**src/rtl/rcv_bit_timer.sv**
```systemverilog
// rtl/rcv_bit_timer.sv - receive bit timer: per-bit sample strobe, bit counter and packet-done pulse
// Counters roll 1..CLKS_PER_BIT while running; outputs decode registered state only.
module rcv_bit_timer #(
  parameter int CLKS_PER_BIT    = 10,
  parameter int SAMPLE_POINT    = 5,
  parameter int BITS_PER_PACKET = 10
) (
  input  logic                                 clk,
  input  logic                                 rst,
  input  logic                                 enable_timer,
  output logic                                 shift_strobe,
  output logic                                 packet_done,
  output logic [$clog2(BITS_PER_PACKET+1)-1:0] bit_index
);

  localparam int CW = $clog2(CLKS_PER_BIT + 1);
  localparam int BW = $clog2(BITS_PER_PACKET + 1);

  localparam logic [CW-1:0] CLK_LAST   = CW'(CLKS_PER_BIT);
  localparam logic [CW-1:0] CLK_SAMPLE = CW'(SAMPLE_POINT);
  localparam logic [BW-1:0] BIT_LAST   = BW'(BITS_PER_PACKET - 1);
  localparam logic [BW-1:0] BIT_FULL   = BW'(BITS_PER_PACKET);

  typedef enum logic [1:0] {
    IDLE,
    RUN,
    DONE
  } state_e;

  state_e        state_q, state_d;
  logic [CW-1:0] clk_cnt_q, clk_cnt_d;
  logic [BW-1:0] bit_cnt_q, bit_cnt_d;

  always_ff @(posedge clk or posedge rst) begin
    if (rst) begin
      state_q   <= IDLE;
      clk_cnt_q <= '0;
      bit_cnt_q <= '0;
    end else begin
      state_q   <= state_d;
      clk_cnt_q <= clk_cnt_d;
      bit_cnt_q <= bit_cnt_d;
    end
  end

  always_comb begin
    state_d   = state_q;
    clk_cnt_d = clk_cnt_q;
    bit_cnt_d = bit_cnt_q;
    case (state_q)
      IDLE: begin
        clk_cnt_d = '0;
        bit_cnt_d = '0;
        if (enable_timer) begin
          state_d   = RUN;
          clk_cnt_d = CW'(1);
        end
      end
      RUN: begin
        // Losing enable wins over a strobe landing on the same edge.
        if (!enable_timer) begin
          state_d   = IDLE;
          clk_cnt_d = '0;
          bit_cnt_d = '0;
        end else begin
          clk_cnt_d = (clk_cnt_q == CLK_LAST) ? CW'(1) : clk_cnt_q + CW'(1);
          if (shift_strobe) begin
            if (bit_cnt_q == BIT_LAST) begin
              state_d   = DONE;
              bit_cnt_d = BIT_FULL;
              clk_cnt_d = '0;
            end else begin
              bit_cnt_d = bit_cnt_q + BW'(1);
            end
          end
        end
      end
      DONE: begin
        state_d   = IDLE;
        clk_cnt_d = '0;
        bit_cnt_d = '0;
      end
      default: begin
        state_d   = IDLE;
        clk_cnt_d = '0;
        bit_cnt_d = '0;
      end
    endcase
  end

  assign shift_strobe = (state_q == RUN) && (clk_cnt_q == CLK_SAMPLE);
  assign packet_done  = (state_q == DONE);
  assign bit_index    = bit_cnt_q;

endmodule

```
**config.mk**
```make
export PLATFORM = sky130hd
export DESIGN_NAME = rcv_bit_timer
export DESIGN_NICKNAME = d
export VERILOG_FILES = /design/src/rtl/rcv_bit_timer.sv
export SDC_FILE = /design/constraint.sdc
export NUM_CORES = 1
export LEC_CHECK = 0
export ABC_AREA = 1
export CORE_MARGIN = 2
export CORE_UTILIZATION = 45
export CTS_BUF_LIST = sky130_fd_sc_hd__clkbuf_4 sky130_fd_sc_hd__clkbuf_8 sky130_fd_sc_hd__clkbuf_16
export CTS_CLUSTER_DIAMETER = 80
export CTS_CLUSTER_SIZE = 24
export DETAILED_ROUTE_END_ITERATION = 8
export GPL_TIMING_DRIVEN = 0
export PLACE_DENSITY = 0.75
export SETUP_SLACK_MARGIN = 0.1
export SKIP_CTS_REPAIR_TIMING = 1
export SYNTH_ARGS = -nofsm -noshare
export SYNTH_HDL_FRONTEND = slang
export SYNTH_SLANG_ARGS = --single-unit
```
**constraint.sdc**
```tcl
create_clock -name clk -period 1.1 [get_ports clk]
set_input_delay 0.11 -clock clk [delete_from_list [all_inputs] [get_ports clk]]
set_output_delay 0.11 -clock clk [all_outputs]
set_load 0.03 [all_outputs]
```
Word-level counts from Yosys, hierarchy flattened:

Index checks and enable logic that the tools add are counted.

* $add $sub $neg: 2
* multipliers: 0
* div/mod/pow operators: 0
* $lt $le $gt $ge: 0
* equality and inequality tests: 8
* shift-type cells: 0
* multiplexer cells: 15
* bitwise logic cells: 0
* reduce and logical (&&, ||, !) cells: 3

Operator list (number)
* two-way mux 4 bit: 8
* adder 4 x 1 -> 4 bit (second input constant): 2
* == test 4 bit (second input constant): 2
* two-way mux 2 bit: 4
* one-hot mux 4 bit (2 select lines): 1
* inequality test 3 bit (second input constant): 2
* == test 4 x 3 -> 1 bit (second input constant): 1
* one-hot mux 2 bit (2 select lines): 1
* AND reduction 3 bit: 1
* == test 2 x 1 -> 1 bit (second input constant): 1
* == test 2 bit (second input constant): 1
* zero test 2 bit: 1
* inequality test 2 bit (second input constant): 1
* logical AND 1 bit: 1
* two-way mux 1 bit: 1

* register bits after elaboration: 10
* latch bits: 0
* bits in writable memories: 0
* ROM bits: 0
* bits of input ports: 3
* output and inout port bits: 6
* logic and storage cells: 31
* memories: 0

Longest topological paths before layout:

Gate-level depths: netlist (run 1).

* depth after elaboration: 6
* gate-level depth with buffers: 7

Worst setup path after synthesis (run 1):

No wires, ideal clock.

* kind: reg2out
* start point: register clk_cnt_q[1]
* end point: output port shift_strobe
* data arrival time: 1.518 ns
* data required time: 0.990 ns
* setup slack: -0.528 ns
* stages on the path, launching flop included: 4
* path buffers: 0
* path through: dfrtp_1 inv_1 nand2_4 nor4_1

* word-level cells in the longest chain between the ends: 2

Ends and longest elaborated chain
* start, declared: line 31 `logic [CW-1:0] clk_cnt_q, clk_cnt_d;`
* start signal, assigned: line 41 `clk_cnt_q <= clk_cnt_d;`
* == test 4 x 3 -> 1 bit: line 91 `assign shift_strobe = (state_q == RUN) && (clk_cnt_q == CLK_SAMPLE);`
* logical AND 1 bit: line 91
* end, declared: line 11 `output logic shift_strobe,`

No other way between the ends.

Worst setup path after layout (run 1):

Ends and elaborated chain as after synthesis.

==> run summary, run 1 <==
status = finished with violations
failing checks = negative setup slack
commonest cells after routing, fill and taps aside = 13 x nand2_1, 9 x nor2_1, 8 x inv_1, 6 x buf_4
fin worst setup slack = -0.194 ns
I/O pin count = 9
synthesis-stage register bit count = 10
Final Skew = 0.00861 ns
DRT Pass-1 Iters = 3
worst path arrival time = 1.18 ns
total die area = 1600 sq um
most common cell after layout, fill and taps aside = nand2_1
min Tclk post-route = 1.29 ns
main area contributors after synthesis = dfrtp_1 43%, nand2_1 9.6%, nand2_4 7.7%
Post-Synthesis Cell Area = 584 sq um
slowest stage cell, crit path = dfrtp_1
CTS tree = done
ANT cells = 0
CP endpoint kind = output pin
Vias = 474
max_cap viols = 0
static leakage = 0.377 nW
worst min-delay path class = in -> async
fin util = 68.9%
Worst-path clk slew = 0.07 ns
initial cell density of the core = 50.5%
r2r setup slk = -0.07 ns
RSZ-0062 raised after global routing = true
Clock Latency Late Sink = 0.26 ns
Core Area = 1160 sq um
Root Driver = clkbuf_4
GRT Overall Usage = 16.2%
vias in the first global route = 394
delay-heaviest family, CP = flip-flops
post-route ant nets = 0
R2R depth = 7
port buffer count = 8
CP peak stage delay = 0.40 ns
VDD IR max = 0.000689 V
fin crit share = 118%
CTS max path bufs = 2
Slew @ Worst Pin = 0.380 ns
P per Cell Area = 1030 nW/um^2
final wirelength = 1060 um
first-pass GRT wire length = 1590 um
Ys Warns = 0
total gr overflow = 0
initial antenna violation count = 0
WP buf/inv = 2
H-tree depth = 1
Hold Vio Cnt, Final = 0
Avg Inst Size Synth = 8.23 sq um
Slew headroom = 74.6%
cell count after synthesis = 71
Yosys top cell by area = dfrtp_1
Die Ht = 40.0 um
Synth Net Count = 76
CP cell instances = inv_2 > nand2_4 > nor4_4 > buf_4
CP Launch Type = register
Pwr Total = 818 uW
area grow syn2layout = 36.4%
CTS sink count = 10
layout cells sized above 1 = 47.1%
Slew Limit Fails = 0
Seq/Total Area, Yosys = 42.8%
DRC = 0
Rows = 12
Crit. path cell count = 4
vias per cell = 4.69
Setup-failing EPs final = 9
DRT iter0 DRCs = 1
Layout Nets = 93
GPL Wtd Cong = 0.768
setup_tns = -0.479 ns
Routed WL per cell = 10.4 um
pin count of the biggest net entering global routing = 11
number of CTS-inserted buffers = 3
post-DP HPWL = 810 um
synth unique cells = 19
Max Freq = 0.773 GHz
Crit Path Class = reg -> out
Worst Path Required = 0.99 ns
worst hold slack = 0.117 ns
area share of the leading cell type in the synthesized netlist = 42.8%
Max FO, Critical Path = 3
Setup WS pre-CTS = -0.468 ns
Die Width = 40.0 um
[cell type report]
cell class              count  area, sq um
inverters                  12         46.3
well taps                  14         17.5
multi-input cells          49          343
fillers                    90          359
flip-flops and latches     10          256
repair buffers             12          104
clock buffers               4         30.0
[final timing paths]
check,from,end
worst max-delay path,clk_cnt_q[1],shift_strobe
worst min-delay path,rst,clk_cnt_q[3]
worst max register to register,clk_cnt_q[1],state_q[0]
worst min register to register,bit_index[1],bit_index[1]
max in group asynchronous,rst,clk_cnt_q[0]
min in group clk,enable_timer,bit_index[2]
[per-layer routing]
metal	vias up	share of wire [%]	GRT usage, %	wire length [um]
met4	0	1.8	10.3	19
met2	4	49	25.8	513
met1	216	46	17.7	488
li1	252	-	-	-
met5	-	0	0	0
met3	2	3.2	6.67	34
[cell usage after synthesis (all sizes together)]
cell    count
clkinv      1
dfrtp      10
o21ai       3
nand2      20
nor4        1
nand3       5
xor2        1
ha          2
nand4       1
a21oi       2
nor2       14
inv        11
[power breakdown]
group | internal [mW] | switching (mW)
Combinational | 0.0502 | 0.0814
Sequential | 0.383 | 0.0157
Clock | 0.164 | 0.123
Total | 0.598 | 0.220
[cell families (layout without fill, tap and decap cells)]
kind of cell	after synthesis	count (layout)	synth area share, %
simple gates	41	41	37.9
buf+inv	12	28	7.92
flops	10	10	42.8
compound gates	5	5	5.57
xor+xnor	1	1	1.50
fa+ha+maj	2	2	4.28
[through the flow]
stage	area [sq um]	instances
global placement	723	93
global route	797	101
finish	797	101
detailed placement	723	93
CTS	753	97
floorplan	626	71
[flip-flops by register name, indices dropped and copies added, names as in the netlist]
register   count
bit_index      4
clk_cnt_q      4
state_q        2
Note: power is estimated with default switching activity, not from simulation.
==> run 2: changes to the inputs <==
--- a/config.mk
+++ b/config.mk
@@ -8,12 +8,12 @@
 export ABC_AREA = 1
 export CORE_MARGIN = 2
 export CORE_UTILIZATION = 45
-export CTS_BUF_LIST = sky130_fd_sc_hd__clkbuf_4 sky130_fd_sc_hd__clkbuf_8 sky130_fd_sc_hd__clkbuf_16
+export CTS_BUF_LIST = sky130_fd_sc_hd__clkbuf_8
 export CTS_CLUSTER_DIAMETER = 80
 export CTS_CLUSTER_SIZE = 24
 export DETAILED_ROUTE_END_ITERATION = 8
 export GPL_TIMING_DRIVEN = 0
-export PLACE_DENSITY = 0.75
+export PLACE_DENSITY = 0.73
 export SETUP_SLACK_MARGIN = 0.1
 export SKIP_CTS_REPAIR_TIMING = 1
 export SYNTH_ARGS = -nofsm -noshare
==> constraint.sdc (replaced) <==
create_clock -name clk -period 1.5 [get_ports clk]
set_input_delay 0.15 -clock clk [delete_from_list [all_inputs] [get_ports clk]]
set_output_delay 0.15 -clock clk [all_outputs]
set_load 0.03 [all_outputs]
==> run 2 against run 1 <==
The flow now finishes without violations. Core utilization decreased by 4.0 points. Critical path depth unchanged. Combinational power decreased by 42%. Clock power increased by 18%. Global-route usage increased by 1.3 points. Register-to-register slack improved by 0.36 ns. Sequential cell count unchanged. Hold slack improved by 0.072 ns. Cell count decreased by 4.0%. Clock skew decreased by 0.0049 ns. Critical endpoint unchanged. Largest cell class unchanged. Largest power group is now the clock network. Highest routed layer unchanged.
==> run summary, run 2 (same netlist as run 1, synthesis figures left out) <==
Core Area = 1160 sq um
worst hold slack = 0.189 ns
GPL Wtd Cong = 0.677
Placed Area = 688 sq um
total gr overflow = 0
Die Ht = 40.0 um
P per Cell Area = 946 nW/um^2
Slew headroom = 74.2%
DRC = 0
worst path arrival time = 1.26 ns
first-pass GRT wire length = 1810 um
initial antenna violation count = 0
initial cell density of the core = 50.5%
DRT Pass-1 Iters = 4
internal power = 537 uW
Setup-failing EPs final = 0
CTS sink count = 10
static leakage = 0.456 nW
Design Area, Final = 751 sq um
commonest cells after routing, fill and taps aside = 15 x nand2_1, 12 x nor2_1, 11 x inv_1, 10 x dfrtp_1, 5 x dlymetal6s2s_1
vias in the first global route = 445
Rows = 12
Die Width = 40.0 um
GRT Overall Usage = 17.5%
final wirelength = 1040 um
Root Driver = clkbuf_8
number of CTS-inserted buffers = 3
CP endpoint kind = output pin
pin count of the biggest net entering global routing = 11
Max Freq = 0.708 GHz
CP Launch Type = register
Clk pwr share = 47.9%
start of the worst register-to-register path = bit_index[1]
r2r setup slk = 0.29 ns
worst reg2reg path endpoint = clk_cnt_q[3]
Layout Nets = 89
post-DP HPWL = 796 um
area grow syn2layout = 28.5%
R2R depth = 7
min Tclk post-route = 1.41 ns
placed insts = 93
layout cells sized above 1 = 20.5%
Max FO, Critical Path = 4
Worst-path clk slew = 0.05 ns
switching share of power = 24.3%
post-route insts no fill = 97
Final Skew = 0.00375 ns
CTS max path bufs = 2
max_cap viols = 0
Crit Path Class = reg -> out
fin crit share = 94.1%
Slew Limit Fails = 0
Net Sw Power = 173 uW
Slew @ Worst Pin = 0.387 ns
port buffer count = 8
Vias = 473
ANT cells = 0
Hold Vio Cnt, Final = 0
vias per cell = 4.88
post-route ant nets = 0
DRT iter0 DRCs = 8
CTS tree = done
VDD IR max = 0.000588 V
total die area = 1600 sq um
Routed WL per cell = 10.7 um
Worst Path Required = 1.35 ns
worst min-delay path class = in -> async
status = completed
Clock Latency Late Sink = 0.24 ns
RSZ-0062 raised after global routing = true
fin util = 64.9%
I/O pin count = 9
most common cell after layout, fill and taps aside = nand2_1
power share of the sequential group = 41.2%
H-tree depth = 1
combinational share of power = 10.9%
filler cell count = 83
## run 2: cell types whose count changed in the layout (fill, tap and decap cells not counted), moves of 3 or more
cell / delta
dfrtp_1: +5
clkbuf_4: -4
dfrtp_2: -5
dlymetal6s2s_1: +5
inv_1: +3
buf_6: -3
buf_4: -6
clkbuf_8: +4
inv_2: -3
nor2_1: +3
## run 2: layer usage
metal  vias up  wire length (um)  GRT usage, %
li1        244                 -             -
met4         0                 9          5.17
met3         2                52          5.00
met1       215               493          22.6
met5         -                 0             0
met2        12               484          28.2
## run 2: worst max-delay path by stage
stage	start	endpoint	slack, ns	depth (start not counted)
after floorplan	clk_cnt_q[1]	shift_strobe	0.17	3
after global placement	clk_cnt_q[1]	shift_strobe	-0.13	4
after detailed placement	clk_cnt_q[1]	shift_strobe	-0.14	4
after CTS	clk_cnt_q[1]	shift_strobe	-0.39	4
after global routing	clk_cnt_q[1]	shift_strobe	-0.008	4
final	clk_cnt_q[1]	shift_strobe	0.09	4
## run 2: through the flow
| stage | power [mW] | TNS (ns) | setup slack [ns] |
|---|---|---|---|
| 6_report | 0.710 | 0 | 0.0883 |
| 3_3_place_gp | 0.374 | -0.130 | -0.130 |
| 3_5_place_dp | 0.374 | -0.137 | -0.137 |
| 4_1_cts | 0.713 | -0.519 | -0.394 |
| 2_1_floorplan | 0.356 | 0 | 0.172 |
| 5_1_grt | 0.744 | -0.00825 | -0.00825 |
## run 2: layout make-up
| class | count | area [sq um] | area share, % |
|---|---|---|---|
| Multi-Input combinational cell | 49 | 294 | 39.2 |
| Sequential cell | 10 | 250 | 33.3 |
| Timing Repair Buffer | 8 | 87.6 | 11.7 |
| Clock buffer | 4 | 55.1 | 7.33 |
| Inverter | 12 | 46.3 | 6.17 |
| Tap cell | 14 | 17.5 | 2.33 |
## run 2: critical path, cell delays in order (launching register included)
cell and delay (ns):
dfrtp_1 0.39, inv_1 0.11, nand2_4 0.10, nor4_2 0.20, buf_2 0.23
## run 2: power groups by stage
stage / Sequential [mW] / Clock (mW) / Combinational (mW)
2_1_floorplan: 0.295 / 0 / 0.0607
6_report: 0.293 / 0.340 / 0.0772
4_1_cts: 0.293 / 0.341 / 0.0785
3_5_place_dp: 0.297 / 0 / 0.0771
3_3_place_gp: 0.297 / 0 / 0.0770
5_1_grt: 0.294 / 0.363 / 0.0865
==> run 3: changes to the inputs <==
--- a/config.mk
+++ b/config.mk
@@ -6,6 +6,7 @@
 export NUM_CORES = 1
 export LEC_CHECK = 0
 export ABC_AREA = 1
+export CAP_MARGIN = 20
 export CORE_MARGIN = 2
 export CORE_UTILIZATION = 45
 export CTS_BUF_LIST = sky130_fd_sc_hd__clkbuf_8
==> results of run 3 <==
Final layout, timing and power as in run 2 (identical DEF).
